===== config.mk =====
export PLATFORM = sky130hd
export DESIGN_NAME = harp_tone_gen
export DESIGN_NICKNAME = d
export VERILOG_FILES = /design/src/rtl/harp_tone_gen.sv
export SDC_FILE = /design/constraint.sdc
export NUM_CORES = 1
export LEC_CHECK = 0
export BUFFER_PORTS_ARGS = -buffer_cell sky130_fd_sc_hd__buf_2
export CORE_UTILIZATION = 55
export CTS_CLUSTER_SIZE = 16
export DETAILED_ROUTE_END_ITERATION = 6
export PLACE_DENSITY = 0.75
export SLEW_MARGIN = 20
export SYNTH_ARGS = -nofsm -noshare
export SYNTH_HDL_FRONTEND = slang
export SYNTH_SLANG_ARGS = --single-unit

===== constraint.sdc =====
create_clock -name clk -period 15 [get_ports clk]
set_input_delay 3 -clock clk [delete_from_list [all_inputs] [get_ports clk]]
set_output_delay 3 -clock clk [all_outputs]
set_load 0.02 [all_outputs]

===== src/rtl/harp_tone_gen.sv =====
// Harp tone generator: one gated square-wave oscillator per string, summed into a
// signed sample that is offered to the codec once per sample period over valid/ready.
module harp_tone_gen #(
  parameter int NUM_CH     = 8,
  parameter int HDC_W      = 20,
  parameter int AMP        = 1000000,
  parameter int SAMPLE_DIV = 1042,
  parameter int OUT_W      = 24
) (
  input  logic                    clk,
  input  logic                    reset,
  input  logic [NUM_CH*HDC_W-1:0] hdc_in,
  input  logic [NUM_CH-1:0]       gate,
  input  logic                    sample_ready,
  output logic signed [OUT_W-1:0] sample_data,
  output logic                    sample_valid,
  output logic                    overrun,
  output logic [NUM_CH-1:0]       tone_out
);

  typedef enum logic {IDLE = 1'b0, RUN = 1'b1} ch_state_e;

  localparam int DIV_W = $clog2(SAMPLE_DIV);
  localparam logic signed [OUT_W-1:0] AMP_P = OUT_W'(AMP);
  localparam logic signed [OUT_W-1:0] AMP_N = OUT_W'(-AMP);

  ch_state_e                state_q   [NUM_CH];
  ch_state_e                state_d   [NUM_CH];
  logic [HDC_W-1:0]         cnt_q     [NUM_CH];
  logic [HDC_W-1:0]         cnt_d     [NUM_CH];
  logic [HDC_W-1:0]         hdc_act_q [NUM_CH];
  logic [HDC_W-1:0]         hdc_act_d [NUM_CH];
  logic [NUM_CH-1:0]        phase_q, phase_d;
  logic [NUM_CH-1:0]        gate_q, gate_d;
  logic [DIV_W-1:0]         div_q, div_d;
  logic signed [OUT_W-1:0]  sample_q, sample_d;
  logic signed [OUT_W-1:0]  mix;
  logic                     valid_q, valid_d;
  logic                     overrun_q, overrun_d;
  logic                     strobe;

  // A half period shorter than 2 cycles would leave no room for the counter to advance.
  function automatic logic [HDC_W-1:0] clamp_hdc(input logic [HDC_W-1:0] x);
    return (x < HDC_W'(2)) ? HDC_W'(2) : x;
  endfunction

  always_comb begin
    gate_d = gate;
    for (int i = 0; i < NUM_CH; i++) begin
      state_d[i]   = state_q[i];
      cnt_d[i]     = cnt_q[i];
      hdc_act_d[i] = hdc_act_q[i];
      phase_d[i]   = phase_q[i];
      if (state_q[i] == IDLE) begin
        cnt_d[i]   = '0;
        phase_d[i] = 1'b1;
        if (gate[i] && !gate_q[i]) begin
          hdc_act_d[i] = clamp_hdc(hdc_in[i*HDC_W +: HDC_W]);
          state_d[i]   = RUN;
        end
      end else if (!gate[i]) begin
        // Releasing the string wins over a toggle due in the same cycle.
        state_d[i] = IDLE;
        cnt_d[i]   = '0;
        phase_d[i] = 1'b1;
      end else if (cnt_q[i] == hdc_act_q[i] - HDC_W'(1)) begin
        // New pitch is picked up only here, so no half-cycle is ever truncated.
        cnt_d[i]     = '0;
        phase_d[i]   = ~phase_q[i];
        hdc_act_d[i] = clamp_hdc(hdc_in[i*HDC_W +: HDC_W]);
      end else begin
        cnt_d[i] = cnt_q[i] + HDC_W'(1);
      end
    end
  end

  always_comb begin
    mix      = '0;
    tone_out = '0;
    for (int i = 0; i < NUM_CH; i++) begin
      if (state_q[i] == RUN) begin
        mix         = mix + (phase_q[i] ? AMP_P : AMP_N);
        tone_out[i] = phase_q[i];
      end
    end
  end

  always_comb begin
    strobe    = (div_q == DIV_W'(SAMPLE_DIV - 1));
    div_d     = strobe ? '0 : div_q + DIV_W'(1);
    sample_d  = sample_q;
    valid_d   = valid_q;
    overrun_d = overrun_q;
    if (strobe) begin
      sample_d = mix;
      valid_d  = 1'b1;
      if (valid_q && !sample_ready) overrun_d = 1'b1;
    end else if (valid_q && sample_ready) begin
      valid_d = 1'b0;
    end
  end

  always_ff @(posedge clk) begin
    if (reset) begin
      for (int i = 0; i < NUM_CH; i++) begin
        state_q[i]   <= IDLE;
        cnt_q[i]     <= '0;
        hdc_act_q[i] <= '0;
      end
      phase_q   <= '1;
      gate_q    <= '0;
      div_q     <= '0;
      sample_q  <= '0;
      valid_q   <= 1'b0;
      overrun_q <= 1'b0;
    end else begin
      for (int i = 0; i < NUM_CH; i++) begin
        state_q[i]   <= state_d[i];
        cnt_q[i]     <= cnt_d[i];
        hdc_act_q[i] <= hdc_act_d[i];
      end
      phase_q   <= phase_d;
      gate_q    <= gate_d;
      div_q     <= div_d;
      sample_q  <= sample_d;
      valid_q   <= valid_d;
      overrun_q <= overrun_d;
    end
  end

  assign sample_data  = sample_q;
  assign sample_valid = valid_q;
  assign overrun      = overrun_q;

endmodule


Yosys cells after proc, flatten, opt, wreduce, memory -nomap -nowiden
Memory sizes are Yosys's and may differ from the RTL's. Index checks and enable logic that the tools add are counted.

Input port bits: 171. Memories kept: 3. Memory bits (writable): 328. Bits in latches: 0. Memory bits (read-only): 0. Flip-flop bits (word level): 53.

Div/mod/pow operators: 0. Reduce and logical (&&, ||, !) cells: 30. Shifts and indexed selects: 0. Bitwise logic cells: 48. Mux-type cells: 141. $add $sub $neg: 24. $lt $le $gt $ge: 8. Multiply operators: 0. Eq/ne operators: 9.

Memories: cnt_q (depth 8, bits a word 20, read ports 8, clocked after Yosys merged registers in 0, write ports 8, RTL line 29) `logic [HDC_W-1:0] cnt_q [NUM_CH];`; hdc_act_q (depth 8, bits a word 20, read ports 8, clocked after Yosys merged registers in 0, write ports 8, RTL line 31) `logic [HDC_W-1:0] hdc_act_q [NUM_CH];`; state_q (depth 8, bits a word 1, read ports 8, clocked after Yosys merged registers in 0, write ports 8, RTL line 27) `ch_state_e state_q [NUM_CH];`.

Operators with widths (count): $mux W20 (80); $mux W24 (16); $add A24 B24 Y24 (7); $add A20 B1 Y20 const B (8); $eq A20 B20 Y1 (8); $lt A20 B2 Y1 const B (8); $sub A20 B1 Y20 const B (8); $mux W1 (45); $not A1 Y1 (24); $or A1 B1 Y1 (24); $reduce_or A3 Y1 (8); $add A11 B1 Y11 const B (1); $eq A11 B11 Y1 const B (1); $logic_and A1 B1 Y1 (10); $logic_not A1 Y1 (9); $reduce_and A2 Y1 (1); $reduce_bool A2 Y1 (1); $reduce_or A2 Y1 (1).

Longest topological paths before layout
Word-level depth: 16. Gate-level depth with buffers: 59. Gate-level depth less buffers: 58.

Worst setup path before layout
Ideal clock, no wire load.

Kind: register -> register. From: memory state_q[0][0] (netlist name). To: register sample_q[23], in the netlist sample_data[23]. Slack: 4.629 ns. Arrival: 10.251 ns. Setup time: 0.121 ns. Buffers on the path: 2. Data required time: 14.879 ns. Cell stages (with the launch flop): 56. Clock period less this slack: 10.371 ns. Cell sequence: dfxtp_1 clkbuf_1 inv_1 nor2_1 fa_1 nand2_1 nand2_1 a21oi_1 fa_1 inv_1 a21oi_1 inv_1 ha_1 inv_1 a21oi_1 o21ai_1 a21boi_0 or3_1 [... 20 more ...] nor4b_1 nor2_1 xnor2_1 mux2_2 ha_1 and3_1 a21oi_1 o21ai_0 o41ai_1 mux2i_1 a21oi_1 ha_1 o21a_1 nor2_1 a21oi_1 mux2i_1 xnor2_1 o21ai_0.

RTL lines: start, declared (RTL line 27); end signal, assigned (RTL line 125) `sample_q <= sample_d;`; end, declared (RTL line 36) `logic signed [OUT_W-1:0] sample_q, sample_d;`.

==> results.toml <==
[cts]
clock_latency_ns = 0.58
cts_sinks = 375
ctsResizeCount = 0
cts_hold_buf = 0
cts_buffers = 43
cts_setup_buffers = 0
htree_levels = 2
ctsRootBufferMaster = "clkbuf_16"
clockBufferDepth = 3
tritoncts = "built"
clkTransAtPathRegs_ns = 0.07

[power_and_ir_drop]
swShare_pct = 30.6
ir_drop_mv = 0.0948
power_leakage_nw = 11.7
p_int_w = 0.00198
p_sw_w = 0.000873
power_frac_comb_pct = 24.9
p_per_area_nw_per_um2 = 100
clkPwrFrac_pct = 37.5
pwr-share-seq_pct = 37.5

[critical_path]
cpPeakStageDelay_ns = 0.64
critPathKind = "flop to flop"
cp.required_ns = 15.47
path_common_cell = "a21oi_1"
worstPathArrival_ns = 12.44
rrSetupSlack_ns = 3.03
critPathSlowestCell = "dfxtp_1"
end_kind = "flop"
worst-path-max-fanout = 14
worstSetupStartpointType = "flop"

[layout]
final_common_cell = "nor2_1"
fillCellCount = 4077
fin_area_sq_um = 28600
antennaDiodeCount = 0
drive_gt1_share_pct = 10.2
final_cell_mix = "nor2_1, dfxtp_1, xnor2_1"
syn_to_final_growth_pct = 10.7
nets = 3661
post-route-util_pct = 61.5

[die]
dieWidth_um = 219
row_count = 79
die-area_sq_um = 47800
core-area_sq_um = 46500
die_h_um = 219
pin_count = 205
start_util_pct = 55.5

[global_routing]
track_usage_pct = 25.6
gr-total-overflow = 0
antenna_found_initial = 0
grt_pass1_vias = 21846
grt_pass1_wl_um = 103000
grt_max_degree = 78

[placement]
portBuffers = 198
postPlaceCellArea_sq_um = 27100
gp_congestion = 0.936
dp.final_hpwl_um = 47200

[sta]
rsz0062_at_grt = "false"
setup_tns_ns = 0
max_freq_ghz = 0.0836
setup_viol = 0
skew_ns = 0.0247
maxSlewHeadroom_pct = 31.6
period_minus_slack_ns = 11.97
finalCritPeriodShare_pct = 79.8
hold_viol = 0
tightest_slew_ns = 1.02
finalMaxSlewViolations = 0

[route]
dr.pass1.iters = 5
detail-route-antenna-nets = 0
wl_per_cell_um = 15.7
drt-initial-drc-count = 1396
wirelength_um = 62700
vias = 23004
avgViaCountPerCell = 5.76
drc_errors = 0

[logic_synthesis]
synth-seq-cells = 375
ys_seq_area_share_pct = 29.1
async_flop_share_pct = 0
synth_cell_type_count = 88
synth_edf_count = 0
avgSynthCellArea_sq_um = 8.01
synth_flop_cell = "dfxtp_1"
yosys_warnings = 0
syn_inst = 3223
synthesis.area_sq_um = 25800

[outcome]
outcome = "finished clean"

[min_path]
hold_path_class = "flop to flop"

[run]
cap_violations = 0
## path summary, 6_finish.rpt
check / from / depth (start not counted) / endpoint
worst max-delay path: state_q[0][0]$_SDFF_PP0_ / 53 / sample_data[23]$_SDFFE_PP0P_
worst min-delay path: gate_q[3]$_SDFF_PP0_ / 1 / state_q[0][3]$_SDFF_PP0_
worst max register to register: state_q[0][0]$_SDFF_PP0_ / 53 / sample_data[23]$_SDFFE_PP0P_
worst min register to register: gate_q[3]$_SDFF_PP0_ / 1 / state_q[0][3]$_SDFF_PP0_
## cell usage after synthesis, types with 11 or more instances
cell type  number  share of area (%)
a211o_1        14               0.48
a211oi_1       19               0.55
a21o_1         37                1.1
a21oi_1       140                2.7
a31oi_1        35               0.85
and2_1         24               0.58
and3_1         49                1.2
buf_4          16               0.47
clkbuf_1       99                1.4
dfxtp_1       375                 29
ha_1          125                6.1
inv_1         106                1.5
mux2_2         29                1.3
mux2i_1       165                6.4
nand2_1       219                3.2
nand2b_1       28               0.68
nand3_1       129                2.5
nand3b_1       20               0.58
nand4_1        50                1.2
nor2_1        539                7.8
nor2b_1        26               0.63
nor3_1         78                1.5
nor3b_1        11               0.32
nor4_1         72                1.7
nor4b_1        11               0.37
o21a_1         24               0.70
o21ai_0       113                2.2
o22ai_1        11               0.27
o31ai_1        15               0.44
or3_1          18               0.44
or4_1          11               0.32
xnor2_1       245                8.3
xor2_1        208                7.1
## layer usage
metal | global-route usage, % | routed length (um)
met1 | 32.6 | 28200
met5 | 0 | 0
met3 | 2.59 | 2360
met2 | 44.9 | 30400
met4 | 8.62 | 1740
## cell type report
| class | instances | area (sq um) | area share [%] |
|---|---|---|---|
| flip-flops and latches | 375 | 7510 | 26.3 |
| clock inverters | 21 | 263 | 0.920 |
| clock buffers | 56 | 1180 | 4.12 |
| inverters | 108 | 405 | 1.42 |
| well taps | 607 | 759 | 2.66 |
| multi-input cells | 2617 | 17400 | 60.8 |
| repair buffers | 211 | 1090 | 3.83 |
## critical path, delay by kind of cell, from the launching register on
family	cells	cell delay, ns
compound gates	23	4.89
xor+xnor	5	0.57
fa+ha+maj	8	2.82
buf+inv	5	0.61
flops	1	0.64
mux	3	0.81
simple gates	9	1.52
## sequential cells by signal (all words and copies together) (netlist names)
name,flops
phase_q,8
cnt_q,160
overrun,1
div_q,11
gate_q,8
sample_valid,1
state_q,8
sample_data,18
hdc_act_q,160
## power groups by stage
stage	sequential, W	clock (W)	combinational, W
after floorplan	0.00108	0	0.000566
after global placement	0.00109	0	0.000674
after detailed placement	0.00109	0	0.000702
after CTS	0.00107	0.00110	0.000707
after global routing	0.00108	0.00113	0.000793
final	0.00107	0.00107	0.000713
## kinds of logic after synthesis
kind of cell	synth area share, %
adder cells (fa/ha/maj)	6.76
XOR/XNOR	15.6
multiplexers	7.67
flip-flops	29.1
buffers and inverters	3.81
AO/OA/AOI/OAI	12.6
AND/OR/NAND/NOR	24.4
other	0.0145
## stage by stage
| step | setup slack, ns | power, W | hold WS [ns] | std cells |
|---|---|---|---|---|
| 2_1_floorplan | 4.63 | 0.00164 | 0.420 | 3228 |
| 6_report | 3.03 | 0.00286 | 0.445 | 3995 |
| 5_1_grt | 2.01 | 0.00300 | 0.480 | 3995 |
| 3_5_place_dp | 3.23 | 0.00180 | 0.440 | 3918 |
| 4_1_cts | 3.17 | 0.00288 | 0.450 | 3995 |
| 3_3_place_gp | 3.66 | 0.00177 | 0.429 | 3918 |
Note: power is estimated with default switching activity, not from simulation.
